## src/rtl/pixel_stream_src.sv

```systemverilog
// Frame-based test-pattern pixel source with a valid/ready output.
// Pixels are registered one beat ahead so the outputs never depend on ready.
module pixel_stream_src #(
    parameter int          IMG_W     = 32,
    parameter int          IMG_H     = 32,
    parameter logic [7:0]  LFSR_SEED = 8'hA5
) (
    input  logic        clk_in,
    input  logic        rstn,
    input  logic        start,
    input  logic        stop,
    input  logic [1:0]  pat_sel,
    input  logic [7:0]  frames,
    output logic [7:0]  pixel_out,
    output logic        valid_out,
    input  logic        ready,
    output logic        sof,
    output logic        eol,
    output logic        busy,
    output logic [15:0] frame_cnt
);

    localparam int CW = (IMG_W > 2) ? $clog2(IMG_W) : 1;
    localparam int RW = (IMG_H > 2) ? $clog2(IMG_H) : 1;

    typedef enum logic {IDLE, RUN} state_t;

    state_t          state, state_nxt;
    logic [RW-1:0]   row, row_nxt;
    logic [CW-1:0]   col, col_nxt;
    logic [7:0]      lfsr, lfsr_nxt;
    logic [1:0]      pat, pat_nxt;
    logic [7:0]      frames_r, frames_nxt;
    logic [15:0]     cnt_nxt, cnt_inc;
    logic            stop_pending, stop_nxt;
    logic            valid_nxt, sof_nxt, eol_nxt;
    logic [7:0]      pix_nxt;
    logic            load, transfer, last_col, last_row, run_done;

    function automatic logic [7:0] pattern(input logic [1:0] p, input logic [RW-1:0] r,
                                           input logic [CW-1:0] c, input logic [7:0] l);
        logic [7:0] r8, c8;
        r8 = 8'(r);
        c8 = 8'(c);
        case (p)
            2'b00:   return r8 * 8'(IMG_W) + c8;
            2'b01:   return c8;
            2'b10:   return (r8[3] ^ c8[3]) ? 8'hFF : 8'h00;
            default: return l;
        endcase
    endfunction

    always_ff @(posedge clk_in or negedge rstn) begin
        if (!rstn) begin
            state        <= IDLE;
            row          <= '0;
            col          <= '0;
            lfsr         <= LFSR_SEED;
            pat          <= 2'b00;
            frames_r     <= 8'd0;
            frame_cnt    <= 16'd0;
            stop_pending <= 1'b0;
            pixel_out    <= 8'd0;
            valid_out    <= 1'b0;
            sof          <= 1'b0;
            eol          <= 1'b0;
        end else begin
            state        <= state_nxt;
            row          <= row_nxt;
            col          <= col_nxt;
            lfsr         <= lfsr_nxt;
            pat          <= pat_nxt;
            frames_r     <= frames_nxt;
            frame_cnt    <= cnt_nxt;
            stop_pending <= stop_nxt;
            pixel_out    <= pix_nxt;
            valid_out    <= valid_nxt;
            sof          <= sof_nxt;
            eol          <= eol_nxt;
        end
    end

    // row/col/lfsr always describe the pixel currently presented; the next
    // pixel is computed from their advanced values and registered on transfer.
    always_comb begin
        state_nxt  = state;
        row_nxt    = row;
        col_nxt    = col;
        lfsr_nxt   = lfsr;
        pat_nxt    = pat;
        frames_nxt = frames_r;
        cnt_nxt    = frame_cnt;
        stop_nxt   = stop_pending;
        valid_nxt  = valid_out;
        pix_nxt    = pixel_out;
        sof_nxt    = sof;
        eol_nxt    = eol;
        load       = 1'b0;

        transfer = valid_out && ready;
        last_col = (col == CW'(IMG_W - 1));
        last_row = (row == RW'(IMG_H - 1));
        cnt_inc  = frame_cnt + 16'd1;
        run_done = stop_pending || stop || ((frames_r != 8'd0) && (cnt_inc == {8'd0, frames_r}));

        case (state)
            IDLE: begin
                if (start) begin
                    state_nxt  = RUN;
                    pat_nxt    = pat_sel;
                    frames_nxt = frames;
                    cnt_nxt    = 16'd0;
                    row_nxt    = '0;
                    col_nxt    = '0;
                    lfsr_nxt   = LFSR_SEED;
                    stop_nxt   = stop;
                    valid_nxt  = 1'b1;
                    load       = 1'b1;
                end
            end
            RUN: begin
                if (stop) begin
                    stop_nxt = 1'b1;
                end
                if (transfer) begin
                    if (last_col && last_row) begin
                        cnt_nxt  = (frame_cnt == 16'hFFFF) ? frame_cnt : cnt_inc;
                        row_nxt  = '0;
                        col_nxt  = '0;
                        lfsr_nxt = LFSR_SEED;
                        if (run_done) begin
                            state_nxt = IDLE;
                            stop_nxt  = 1'b0;
                            valid_nxt = 1'b0;
                            sof_nxt   = 1'b0;
                            eol_nxt   = 1'b0;
                        end else begin
                            pat_nxt = pat_sel;
                            load    = 1'b1;
                        end
                    end else begin
                        lfsr_nxt = {lfsr[6:0], lfsr[7] ^ lfsr[5] ^ lfsr[4] ^ lfsr[3]};
                        load     = 1'b1;
                        if (last_col) begin
                            col_nxt = '0;
                            row_nxt = row + RW'(1);
                        end else begin
                            col_nxt = col + CW'(1);
                        end
                    end
                end
            end
            default: state_nxt = IDLE;
        endcase

        if (load) begin
            pix_nxt = pattern(pat_nxt, row_nxt, col_nxt, lfsr_nxt);
            sof_nxt = (row_nxt == '0) && (col_nxt == '0);
            eol_nxt = (col_nxt == CW'(IMG_W - 1));
        end
    end

    assign busy = (state == RUN);

endmodule

```

## config.mk

```make
export PLATFORM = sky130hd
export DESIGN_NAME = pixel_stream_src
export DESIGN_NICKNAME = d
export VERILOG_FILES = /design/src/rtl/pixel_stream_src.sv
export SDC_FILE = /design/constraint.sdc
export NUM_CORES = 1
export LEC_CHECK = 0
export BUFFER_PORTS_ARGS = -buffer_cell sky130_fd_sc_hd__clkbuf_2
export CORE_MARGIN = 2
export CORE_UTILIZATION = 39
export DETAILED_ROUTE_END_ITERATION = 6
export HOLD_SLACK_MARGIN = 0.02
export MAX_ROUTING_LAYER = met4
export PLACE_DENSITY_LB_ADDON = 0.25
export SLEW_MARGIN = 20
export SYNTH_ARGS = -nofsm -noshare
export SYNTH_HDL_FRONTEND = slang
export SYNTH_SLANG_ARGS = --single-unit
```

## constraint.sdc

```tcl
create_clock -name clk_in -period 3.55 [get_ports clk_in]
set_input_delay 0.71 -clock clk_in [delete_from_list [all_inputs] [get_ports clk_in]]
set_output_delay 0.71 -clock clk_in [all_outputs]
set_load 0.01 [all_outputs]
```

==> results.md <==
- Type of destination of the critical path: flip-flop
- Routed length per placed instance: 16.0 um
- Leakage: 1.77 nW
- Largest family of logic cells by synthesized area: simple AND/OR/NAND/NOR gates
- # port buffers: 42
- Max-cap violation count: 0
- Adder-cell area share of the yosys netlist: 0.0213
- Total Wirelength: 8380 um
- Share of cells above drive strength 1: 0.211
- Ordered cell list for the critical path: nand4_2, nor4_2, and2_1, a31oi_1, nor4_4, o21ai_4, mux2i_1, or2_2, a31oi_1
- Crit-path max cell delay: 0.69 ns
- Outcome: finished clean
- Global-route usage over all layers: 0.192
- Bufs on Longest Clock Path: 2
- CTS H-Tree Depth: 3
- Synthesized flop and latch total: 57
- Top fanout value on the critical path: 16
- Most frequent cell on the critical path: sky130_fd_sc_hd__a31oi_1
- Hold WC Path Type: in2async
- Avg Synthesized Cell Area: 9.09 um2
- Die Wd: 97.5 um
- Simple-gate portion of the synthesized area: 0.238
- Final total power: 0.00185 W
- Vias in the first global route: 2884
- Post-CTS Setup Inserts: 0
- Half-perimeter wire length after placement: 5950 um
- Async set or reset register ratio after synthesis: 1.00
- Most used flip-flop cell after synthesis: sky130_fd_sc_hd__dfrtp_1
- Hold violation total from the final report: 0
- Hold-fix buffer count after cts: 0
- Slowest cell on the critical path: sky130_fd_sc_hd__dfrtp_1
- Detailed-routing iteration count for the pre-antenna-repair pass: 4
- Effective utilization at floorplan: 0.397
- Final net count: 432
- Site Rows: 34
- Netlist area before placement: 0.00341 mm2
- Signed area change from the synthesized netlist to the final layout: 14.3%
- Data arrival time of the critical path: 3.41 ns
- Die height: 97.5 um
- Wire length of the first global-routing pass: 14200 um
- Initial DRC Count: 185
- Slew headroom: 0.520
- Total die area: 0.00950 mm2
- GP Congestion: 0.820
- Gate count of the mapped netlist: 375
- Ports: 43
- Filler Cell Count: 848
- Maximum number of pins on one net before global-route repair: 58
- Post-synth EDFFs: 0
- Synth Area in XOR/XNOR: 0.0385
- Final critical-path share of the clock period: 0.882
- Count of cells resized by post-cts repair: 0
- Highest clock rate: 319 MHz
- Fraction of the mapped netlist area in compound gates: 0.207
- Placed Cells: 509
- Final antenna diode count: 0
- Mean number of vias per cell: 5.64
- TritonCTS clock tree: done
- Total clock buffers created by CTS: 9
- Final Skew: 0.00747 ns
- Worst path required time: 3.83 ns
- Non-filler instance count after layout: 525
- Min Clock Period, post-route: 3.13 ns
- Buffers plus inverters on the worst setup path: 0
- Slew of the pin with the lowest slew margin: 0.720 ns
- Crit path kind: reg2reg
- Final ANT Viol Nets: 0
- Root buf cell: sky130_fd_sc_hd__clkbuf_8
- Seq/Total Area, Yosys: 0.420
- Initial antenna violation count: 0
- DRC viols: 0
- Category of cells accounting for the largest share of critical-path delay: simple AND/OR/NAND/NOR gates
- Aggregate global routing overflow: 0
- Register clock-pin slew on the reported worst setup and hold paths: 0.08 ns
- Routed vias: 2963
- Worst setup SP type: flip-flop
- Final setup violation count: 0
- Worst skew pair latency: 0.35 ns
- Unique masters post-synth: 64
- Worst VDD drop: 220 uV
- Number of sinks driven by the clock tree: 57
- Core area: 0.00859 mm2
- Synthesized Nets: 395
- Unrepaired setup endpoints after global routing: no
- Yosys warning count: 0
- Power per cell area: 474 mW/mm2
- Setup TNS: 0 ns
- Final max-slew violation count: 0
- Multiplexer share of the synthesized area: 0.0352
## worst reg2reg max path: stages, from the launching register on
cell                      delay (ns)
sky130_fd_sc_hd__dfrtp_1        0.69
sky130_fd_sc_hd__nand4_2        0.32
sky130_fd_sc_hd__nor4_2         0.42
sky130_fd_sc_hd__and2_1         0.21
sky130_fd_sc_hd__a31oi_1        0.15
sky130_fd_sc_hd__nor4_4         0.50
sky130_fd_sc_hd__o21ai_4        0.15
sky130_fd_sc_hd__mux2i_1        0.17
sky130_fd_sc_hd__or2_2          0.29
sky130_fd_sc_hd__a31oi_1        0.16
## cells in the mapped netlist, drive strengths merged, types with 5 or more instances
master	n	area share
or3	6	0.011
nor4	5	0.015
nor3	13	0.019
and3	7	0.014
clkbuf	13	0.015
nand2	63	0.069
o21ai	22	0.036
nand4	5	0.011
nand3	15	0.023
xnor2	12	0.031
dfrtp	53	0.39
a21o	6	0.013
inv	8	0.0088
a22o	24	0.062
a31oi	10	0.020
ha	5	0.018
mux2	6	0.020
nor2	30	0.033
buf	9	0.016
## logic make-up (layout without fill, tap and decap cells)
group,count (synthesis),count (layout)
and+or+nand+nor,164,164
AOI/OAI and AO/OA,93,93
muxes,10,10
adders and majority gates,6,6
buffers and inverters,30,72
DFF,57,57
xor gates and xnor gates,15,15
## cells in the final DEF, fill, tap and decap left out, types with 4 or more instances in the layout
cell	synthesis	layout
sky130_fd_sc_hd__nand4_1	4	4
sky130_fd_sc_hd__o21ai_0	21	21
sky130_fd_sc_hd__buf_4	0	6
sky130_fd_sc_hd__nor2_1	30	30
sky130_fd_sc_hd__inv_1	8	8
sky130_fd_sc_hd__mux2_2	6	6
sky130_fd_sc_hd__dfrtp_1	53	53
sky130_fd_sc_hd__and3_1	6	6
sky130_fd_sc_hd__a22o_1	24	24
sky130_fd_sc_hd__a211oi_1	4	4
sky130_fd_sc_hd__clkbuf_8	0	9
sky130_fd_sc_hd__nand3_1	14	14
sky130_fd_sc_hd__nor3_1	13	13
sky130_fd_sc_hd__nand2_1	63	63
sky130_fd_sc_hd__nand2b_1	4	4
sky130_fd_sc_hd__xnor2_1	12	12
sky130_fd_sc_hd__clkbuf_2	2	42
sky130_fd_sc_hd__or3_1	6	6
sky130_fd_sc_hd__a21o_1	6	6
sky130_fd_sc_hd__a21oi_1	4	4
sky130_fd_sc_hd__ha_1	5	5
sky130_fd_sc_hd__dfstp_2	4	4
sky130_fd_sc_hd__a31oi_1	9	9
## registers in the layout (all words and copies together) (netlist names)
| name | cells |
|---|---|
| frame_cnt | 16 |
| lfsr | 8 |
| eol | 1 |
| col | 5 |
| frames_r | 8 |
| pat | 2 |
| valid_out | 1 |
| sof | 1 |
| row | 5 |
| pixel_out | 8 |
| stop_pending | 1 |
| busy | 1 |
## report_power, final
group | leakage (nW) | internal (W) | switching [W]
clock network | 0.0960 | 0.000329 | 0.000300
registers | 0.714 | 0.000754 | 0.0000828
logic | 0.959 | 0.000172 | 0.000210
## layout make-up
| class | count | area, um2 | share of cell area |
|---|---|---|---|
| clock buffer | 9 | 124 | 0.0318 |
| clock inverter | 7 | 80.1 | 0.0206 |
| inverter | 8 | 30.0 | 0.00771 |
| multi-input combinational | 288 | 1840 | 0.472 |
| sequential | 57 | 1430 | 0.367 |
| tap | 108 | 135 | 0.0347 |
| timing repair buffer | 48 | 255 | 0.0655 |
## metrics by stage
stage	area [um2]	util	setup WS, ns	hold WS [ns]
after floorplan	3410	-	0.842	0.414
after global placement	3690	0.430	0.504	0.468
final	3900	0.453	0.420	0.479
after global routing	3900	0.453	0.211	0.545
after CTS	3900	0.453	0.444	0.506
after detailed placement	3690	0.430	0.455	0.483
## worst paths after layout
kind | start | endpoint | slack (ns) | cells past startpoint
min reg2reg | eol | eol | 0.51 | 2
max in group asynchronous | rstn | frame_cnt[14] | 2.57 | 2
max | frame_cnt[3] | pixel_out[7] | 0.42 | 9
max reg2reg | frame_cnt[3] | pixel_out[7] | 0.42 | 9
min in group clk_in | eol | eol | 0.51 | 2
min | rstn | frame_cnt[4] | 0.48 | 2
## layer usage
| metal | part of all wire | wire length [um] | GRT usage | up-vias |
|---|---|---|---|---|
| met2 | 0.47 | 3960 | 0.300 | 73 |
| met5 | 0 | 0 | - | - |
| met3 | 0.043 | 363 | 0.0446 | 14 |
| li1 | - | - | - | 1446 |
| met4 | 0.019 | 162 | 0.0705 | 0 |
| met1 | 0.46 | 3900 | 0.244 | 1430 |
No activity file was read; power rests on OpenSTA's default activity.
